File: config.mk
export PLATFORM = sky130hd
export DESIGN_NAME = regs_hex_dumper
export DESIGN_NICKNAME = d
export VERILOG_FILES = /design/src/rtl/regs_hex_dumper.sv
export SDC_FILE = /design/constraint.sdc
export NUM_CORES = 2
export LEC_CHECK = 0
export CAP_MARGIN = 10
export CORE_AREA = 2 2 394 396
export CTS_CLUSTER_DIAMETER = 40
export DETAILED_ROUTE_END_ITERATION = 7
export DIE_AREA = 0 0 396 398
export HOLD_SLACK_MARGIN = 0.02
export PLACE_DENSITY = 0.53
export SLEW_MARGIN = 20
export SYNTH_ARGS = -nofsm -noshare
export SYNTH_HDL_FRONTEND = slang
export SYNTH_SLANG_ARGS = --single-unit
File: constraint.sdc
create_clock -name clk -period 11 [get_ports clk]
set_clock_uncertainty 0.05 [all_clocks]
set_input_delay 1.1 -clock clk [delete_from_list [all_inputs] [get_ports clk]]
set_output_delay 1.1 -clock clk [all_outputs]
set_load 0.02 [all_outputs]
File: src/rtl/regs_hex_dumper.sv
// Register-file hex dumper: snapshots the 32 GPRs on start and streams them as
// "xNN:hhhhhhhh " text entries (row, col, char) over a valid/ready port.

package pcpu;
   // GPR bundle x1..x31; x0 is architecturally zero and not carried.
   typedef struct packed {
      logic [31:1][31:0] x;
   } rv32_regs_t;
endpackage

module regs_hex_dumper #(
   parameter int unsigned REGS_PER_LINE = 4,
   parameter int unsigned ROW_BASE      = 0,
   parameter int unsigned COL_BASE      = 0,
   parameter int unsigned ROW_W         = 5,
   parameter int unsigned COL_W         = 7
) (
   input  logic               clk,
   input  logic               rst,
   input  pcpu::rv32_regs_t   regs,
   input  logic               start,
   output logic               busy,
   output logic               done,
   output logic               char_valid,
   input  logic               char_ready,
   output logic [7:0]         char_data,
   output logic [ROW_W-1:0]   char_row,
   output logic [COL_W-1:0]   char_col
);

   localparam int unsigned NUM_REGS = 32;
   localparam int unsigned ENTRY_W  = 13;
   localparam int unsigned IDX_W    = 5;
   localparam int unsigned K_W      = 4;
   localparam int unsigned DATA_W   = 32;

   localparam logic [K_W-1:0]   K_LAST   = K_W'(ENTRY_W - 1);
   localparam logic [IDX_W-1:0] IDX_LAST = IDX_W'(NUM_REGS - 1);

   typedef enum logic [1:0] {
      S_IDLE,
      S_EMIT,
      S_DONE
   } state_t;

   state_t                  state_q, state_d;
   logic [IDX_W-1:0]        idx_q, idx_d;
   logic [K_W-1:0]          k_q, k_d;
   logic [31:1][DATA_W-1:0] snap_q, snap_d;

   logic                    busy_d, done_d, valid_d;
   logic [7:0]              data_d;
   logic [ROW_W-1:0]        row_d;
   logic [COL_W-1:0]        col_d;

   // Snapshot word for an entry index; x0 reads as zero.
   function automatic logic [DATA_W-1:0] sel_word(input logic [IDX_W-1:0]        i,
                                                  input logic [31:1][DATA_W-1:0] s);
      logic [DATA_W-1:0] w;
      w = '0;
      for (int r = 1; r < int'(NUM_REGS); r++) begin
         if (i == IDX_W'(r)) w = s[r];
      end
      return w;
   endfunction

   function automatic logic [7:0] hex_ascii(input logic [3:0] n);
      return (n < 4'd10) ? (8'h30 + {4'h0, n}) : (8'h57 + {4'h0, n});
   endfunction

   // Character k of the text entry for register idx holding word w.
   function automatic logic [7:0] entry_char(input logic [IDX_W-1:0]  idx,
                                             input logic [K_W-1:0]    k,
                                             input logic [DATA_W-1:0] w);
      logic [4:0] sh;
      logic [7:0] c;
      sh = 5'(4'd11 - k) << 2;
      case (k)
         4'd0:    c = 8'h78;
         4'd1:    c = 8'h30 + 8'(idx / 5'd10);
         4'd2:    c = 8'h30 + 8'(idx % 5'd10);
         4'd3:    c = 8'h3A;
         4'd12:   c = 8'h20;
         default: c = hex_ascii(4'(w >> sh));
      endcase
      return c;
   endfunction

   always_comb begin
      state_d = state_q;
      idx_d   = idx_q;
      k_d     = k_q;
      snap_d  = snap_q;

      unique case (state_q)
         S_IDLE: begin
            if (start) begin
               snap_d  = regs.x;
               idx_d   = '0;
               k_d     = '0;
               state_d = S_EMIT;
            end
         end
         S_EMIT: begin
            if (char_valid && char_ready) begin
               if (k_q < K_LAST) begin
                  k_d = k_q + K_W'(1);
               end else begin
                  k_d   = '0;
                  idx_d = idx_q + IDX_W'(1);
                  if (idx_q == IDX_LAST) state_d = S_DONE;
               end
            end
         end
         S_DONE:  state_d = S_IDLE;
         default: state_d = S_IDLE;
      endcase

      // Outputs are registered from next-state values so they align with state_q.
      busy_d  = (state_d != S_IDLE);
      done_d  = (state_d == S_DONE);
      valid_d = (state_d == S_EMIT);
      data_d  = '0;
      row_d   = '0;
      col_d   = '0;
      if (state_d == S_EMIT) begin
         data_d = entry_char(idx_d, k_d, sel_word(idx_d, snap_d));
         row_d  = ROW_W'(ROW_BASE + 32'(idx_d) / REGS_PER_LINE);
         col_d  = COL_W'(COL_BASE + (32'(idx_d) % REGS_PER_LINE) * ENTRY_W + 32'(k_d));
      end
   end

   always_ff @(posedge clk or negedge rst) begin
      if (!rst) begin
         state_q    <= S_IDLE;
         idx_q      <= '0;
         k_q        <= '0;
         snap_q     <= '0;
         busy       <= 1'b0;
         done       <= 1'b0;
         char_valid <= 1'b0;
         char_data  <= '0;
         char_row   <= '0;
         char_col   <= '0;
      end else begin
         state_q    <= state_d;
         idx_q      <= idx_d;
         k_q        <= k_d;
         snap_q     <= snap_d;
         busy       <= busy_d;
         done       <= done_d;
         char_valid <= valid_d;
         char_data  <= data_d;
         char_row   <= row_d;
         char_col   <= col_d;
      end
   end

endmodule
[Word level (Yosys, flattened, before mapping)]
Index checks and enable logic that the tools add are counted.
Storage, ports and cells
  register bits after elaboration: 1026
  bits in latches: 0
  bits in writable memories: 0
  memory bits (read-only): 0
  input bits: 996
  output and inout port bits: 23
  logic and storage cells: 149
  memories: 0
Operators by class
  add/sub/neg operators: 8
  $mul: 1
  divide/modulo/power cells: 2
  $lt $le $gt $ge: 2
  eq/ne operators: 39
  shift-type cells: 1
  muxes and demuxes: 52
  bitwise logic cells: 0
  reduce and logical (&&, ||, !) cells: 4
Operators by type and width (number)
  2-to-1 mux 992 bit: 2
  2-to-1 mux 32 bit: 32
  equality test 5 bit (second input constant): 17
  equality test 5 x 4 -> 1 bit (second input constant): 8
  case mux 8 bit (5 select lines): 1
  >> shifter 32 x 5 -> 4 bit: 1
  equality test 5 x 3 -> 1 bit (second input constant): 4
  adder 6 x 8 -> 8 bit (first input constant): 2
  2-to-1 mux 8 bit: 2
  2-to-1 mux 5 bit: 3
  2-to-1 mux 4 bit: 3
  equality test 5 x 2 -> 1 bit (second input constant): 2
  case mux 5 bit (2 select lines): 1
  adder 7 x 4 -> 8 bit (first input constant): 1
  divider 5 x 4 -> 8 bit (second input constant): 1
  equality test 4 x 2 -> 1 bit (second input constant): 2
  < comparator 4 bit (second input constant): 2
  modulo 5 x 4 -> 8 bit (second input constant): 1
  2-to-1 mux 2 bit: 4
  case mux 4 bit (2 select lines): 1
  adder 6 x 4 -> 7 bit: 1
  adder 6 x 4 -> 7 bit (first input constant): 1
  2-to-1 mux 7 bit: 1
  multiplier 2 x 4 -> 6 bit (second input constant): 1
  other kinds (14): 15

[Depth between registers and ports, before layout]
  depth in word-level cells: 42
  gate-level depth with buffers: 30
  gate-level depth less buffers: 20

[Least setup slack after synthesis]
OpenSTA, ideal clock, no wires.
  path type: input -> register
  start point: input start
  end point: register char_data[1]
  setup time: 0.077 ns
  arrival: 6.416 ns
  required time: 10.873 ns
  slack: 4.456 ns
  stages on the path: 27
  buffers on the path: 10
  cell sequence: or3b_1 > buf_2 > buf_2 > buf_2 > buf_2 > buf_2 > buf_2 > buf_2 > buf_1 > nand3_1 > o21ai_0 > inv_1 > ha_1 > clkbuf_1 > nor2_1 > a21oi_1 > clkbuf_1 > a32o_1 > a221oi_1 > o31ai_1 > a211oi_1 > a21oi_1 > or4_1 > o31ai_2 > ha_1 > a311o_1 > a21oi_1
On the way
  cells in the longest elaborated chain, start to end: 40
  elaborated cells on any way between the ends: 89
RTL lines
  start, declared: line 21  | input logic start,
  2-to-1 mux 5 bit *: line 97  | if (start) begin
  case mux 5 bit (2 select lines) *: line 95  | unique case (state_q)
  via idx_d[0]: line 47  | logic [IDX_W-1:0] idx_q, idx_d;
  equality test 5 x 1 -> 1 bit: line 62  | if (i == IDX_W'(r)) w = s[r];
  2-to-1 mux 32 bit (31 in a row): line 62
  2-to-1 mux 32 bit: line 126  | if (state_d == S_EMIT) begin
  >> shifter 32 x 5 -> 4 bit: line 84  | default: c = hex_ascii(4'(w >> sh));
  adder 7 x 4 -> 8 bit, or another cell as far along: line 68  | return (n < 4'd10) ? (8'h30 + {4'h0, n}) : (8'h57 + {4'h0, n});
  2-to-1 mux 8 bit: line 68
  case mux 8 bit (5 select lines) *: line 78  | case (k)
  2-to-1 mux 8 bit *: line 126
  via data_d[1]: line 52  | logic [7:0] data_d;
  end signal, assigned: line 153  | char_data <= data_d;
  end, declared: line 26  | output logic [7:0] char_data,
Mark *: on every way through the listed nets, which the timed path passes. The rest lies on a longest branch. The select of a mux whose other input is x is not followed.

[Worst setup path in the final report]
  start point: input char_ready
  end point: register char_data[1]
On the way
  cells in the longest elaborated chain, start to end: 41
  elaborated cells on any way between the ends: 88
RTL lines
  start, declared: line 25  | input logic char_ready,
  logical AND 1 bit *: line 105  | if (char_valid && char_ready) begin
  2-to-1 mux 5 bit *: line 105
  case mux 5 bit (2 select lines) *: line 95
  via idx_d[0]: line 47
  equality test 5 x 1 -> 1 bit: line 62
  2-to-1 mux 32 bit (31 in a row): line 62
  2-to-1 mux 32 bit: line 126
  >> shifter 32 x 5 -> 4 bit: line 84
  adder 7 x 4 -> 8 bit, or another cell as far along: line 68
  2-to-1 mux 8 bit: line 68
  case mux 8 bit (5 select lines) *: line 78
  2-to-1 mux 8 bit *: line 126
  via data_d[1]: line 52
Marked as above.

==> impl_metrics.csv <==
group,metric,value,unit
outcome,status,"finished clean",
detailed_routing,wl_per_cell,40.48,um
synthesis,ys_warn_count,0,
critical_path,r2r-start,"k_q[3]",
clocking,cts.sinks,1023,
global_route,grt_remaining_overflow,0,
critical_path,cp.required,11.65,ns
synthesis,ys_seq_elements,1023,
clocking,cts_resized,0,
place,gp_congestion,1.079,
critical_path,critical_path_class,"primary input to register",
sta,fin_crit,8.173,ns
critical_path,critPathCaptureType,"register",
job,maxCapViolations,0,
synthesis,synth_cell_types,104,
global_route,antenna_found_initial,45,
synthesis,yosys-top-cells-area,"dfrtp_1 (51%), nand2_1 (21%), mux2_2 (2.3%)",
global_route,track_usage,45.44,%
synthesis,syn-cell-area,50090,um2
sta,final-max-slew-violation-count,0,
floorplan,die_area,157600,um2
cells_and_area,multi_input_area,22650,um2
detailed_routing,ant_nets,0,
synthesis,yosysSeqAreaShare,51.11,%
global_route,grt_pass1_wl,478700,um
detailed_routing,drc_errors,0,
cells_and_area,final_util,44.80,%
sta,setup_viol,0,
synthesis,synth-edff-count,0,
detailed_routing,routed_via_density,5.979,
clocking,cts_max_path_buffers,3,
detailed_routing,drt-total-wl,368600,um
place,port_buffers,1015,
synthesis,ys_async_sr_fraction,100.0,%
critical_path,worst_setup_path_start_kind,"primary input",
critical_path,crit_path_cell_trace,"clkdlybuf4s50_1, and4b_1, buf_4, nand2_1, nand3_1, o21ai_0, inv_1, ha_2, o2111ai_1, nand2_2, nand2_1, o22ai_1, o21ai_0, a31o_2, a2111oi_2, a22oi_2, inv_2, ha_1, a311o_1, a21oi_1",
clocking,hold_buffers,0,
cells_and_area,syn_to_final_growth,37.13,%
synthesis,synth_ff_type,"dfrtp_1",
pwr,cellLeakagePower,31.99,nW
floorplan,rows,144,
global_route,grt.met1_usage,60.36,%
cells_and_area,ff_latch_area,25600,um2
cells_and_area,drive_above_1_share,9.730,%
worst_hold_path,hp-class,"primary input to async pin",
critical_path,rrSetupSlack,3.05,ns
sta,fmax,122.4,MHz
global_route,grt_util_met3,14.87,%
clocking,ctsRootBufferMaster,"clkbuf_16",
global_route,grtUsageMet2,65.11,%
synthesis,syn_inst,5946,
floorplan,die_w,396,um
floorplan,ios,1019,
sta,worst_pin_slew,1.346,ns
pwr,sequentialPowerShare,28.6,%
synthesis,syn_avg_cell_area,8.423,um2
pwr,comb_power_share,36.6,%
critical_path,worstPathArrival,8.82,ns
floorplan,core_area,153300,um2
cells_and_area,layout_commonest_cell,"nand2_1",
sta,rsz0062_at_grt,"no",
pwr,p_int,0.009070,W
global_route,grt_pass1_vias,52010,
pwr,clkPwrFrac,34.8,%
place,place_hpwl,285900,um
synthesis,synth_top_area_share,51.11,%
pwr,p_per_area,225.8,nW/um2
floorplan,initial_core_util,32.67,%
critical_path,slowest_stage,"a2111oi_2",
critical_path,cpPeakStageDelay,0.76,ns
pwr,switching_share,41.53,%
detailed_routing,num_vias,54440,
clocking,cts_made_buffers,162,
sta,hold-worst-slack,0.2372,ns
detailed_routing,first_pass_iters,6,
clocking,clk_pin_slew,0.05,ns
critical_path,reg2reg_to,"char_data[1]",
sta,min_period_over_period,74.30,%
sta,hold_violations,0,
global_route,top_usage_layer,"met2",
clocking,cts_tree,"done",
detailed_routing,first_iter_violations,7833,
clocking,cts_setup_buffers,0,
cells_and_area,fillers,15270,
pwr,peakVddDrop,0.0001622,V
cells_and_area,layout_common_cells,"nand2_1 (2,743), dfrtp_1 (1,023), clkdlybuf4s50_1 (1,014)",
clocking,h-tree-depth,4,
critical_path,reg2reg_depth,18,
pwr,net-switching-power,0.006442,W
cells_and_area,nNetsFinal,7923,
synthesis,yosysTopAreaCell,"dfrtp_1",
global_route,grt_max_degree,153,
clocking,clock_latency,0.83,ns
floorplan,die_h,398,um
sta,tns,0,ns
critical_path,worstPathMaxFanout,23,
sta,relSlewSlack,10.02,%
==> per-stage QoR <==
step                      power (W)  area (um2)  setup WS, ns  instances
after floorplan            0.006463       50090         4.456       5948
after global placement     0.009750       62770         2.363       8783
after detailed placement   0.009762       62870         2.417       8787
after CTS                   0.01516       68630         3.205       9084
after global routing        0.01565       68630         2.930       9085
final                       0.01551       68680         2.827       9105
==> cell type report <==
cell class	count	area share, %
diodes	21	0.07651
clock buffers	203	6.520
clock inverters	94	1.858
inverters	54	0.2951
multi-input cells	4456	32.98
flip-flops and latches	1023	37.27
well taps	2044	3.724
repair buffers	1210	17.27
==> Yosys cell counts (10+ instances only) <==
| cell type | number |
|---|---|
| a2111oi_0 | 12 |
| a211o_1 | 16 |
| a211oi_1 | 62 |
| a21o_1 | 23 |
| a21oi_1 | 188 |
| a221o_1 | 19 |
| a221oi_1 | 49 |
| a22o_1 | 25 |
| a22oi_1 | 82 |
| a2bb2oi_1 | 16 |
| a31oi_1 | 40 |
| a32oi_1 | 12 |
| and2_1 | 14 |
| and3_1 | 36 |
| buf_1 | 29 |
| buf_2 | 199 |
| buf_4 | 25 |
| clkbuf_1 | 156 |
| dfrtp_1 | 1023 |
| ha_1 | 18 |
| inv_1 | 51 |
| mux2_2 | 102 |
| mux2i_1 | 33 |
| nand2_1 | 2747 |
| nand3_1 | 82 |
| nand4_1 | 20 |
| nor2_1 | 148 |
| nor3_1 | 62 |
| nor4_1 | 18 |
| o2111ai_1 | 21 |
| o211a_1 | 17 |
| o211ai_1 | 39 |
| o21a_1 | 19 |
| o21ai_0 | 136 |
| o21ai_1 | 17 |
| o221ai_1 | 47 |
| o22ai_1 | 77 |
| o2bb2ai_1 | 11 |
| o31a_1 | 10 |
| o31ai_1 | 14 |
| o32ai_1 | 19 |
| or3_1 | 23 |
==> critical path: cells and delay by family <==
kind                     cells  cell delay, ns
buffers and inverters        4            1.35
adder cells (fa/ha/maj)      2            0.97
AND/OR/NAND/NOR              5            1.62
AO/OA/AOI/OAI                9            3.71
==> worst max-delay path by stage <==
stage | startpoint | to | slack [ns] | cells after the start
final | char_ready | char_data[1] | 2.83 | 20
after global placement | char_ready | char_data[1] | 2.36 | 18
after global routing | char_ready | char_data[6] | 2.93 | 20
after CTS | char_ready | char_data[1] | 3.21 | 21
after floorplan | start | char_data[1] | 4.46 | 27
after detailed placement | char_ready | char_data[1] | 2.42 | 20
==> power groups by stage <==
stage | sequential [W] | clock (W) | combinational [W]
6_report | 0.00444 | 0.00539 | 0.00568
5_1_grt | 0.00447 | 0.00560 | 0.00559
4_1_cts | 0.00443 | 0.00543 | 0.00530
3_5_place_dp | 0.00449 | 0 | 0.00527
3_3_place_gp | 0.00448 | 0 | 0.00527
2_1_floorplan | 0.00441 | 0 | 0.00206
==> cells by family after synthesis <==
kind of cell | share of synthesized area (%)
muxes | 2.953
and+or+nand+nor | 25.71
adders and majority gates | 0.5496
AOI/OAI and AO/OA | 15.31
DFF | 51.11
buffers and inverters | 4.289
other | 0.007487
xor gates and xnor gates | 0.06996
==> state kept, by name, summed over array words and instances, names as in the netlist, 2 cells and up <==
| signal | count |
|---|---|
| k_q | 4 |
| snap_q | 992 |
| idx_q | 5 |
| char_data | 8 |
| char_row | 3 |
| char_col | 6 |
| state_q | 2 |
==> metal layers <==
layer | share of wire, % | vias to the layer above | routed length [um]
li1 | - | 22150 | -
met1 | 41 | 27520 | 149900
met2 | 41 | 3795 | 152900
met3 | 11 | 952 | 41040
met4 | 6.6 | 24 | 24470
met5 | 0.071 | - | 263
(Power assumes the default switching activity.)
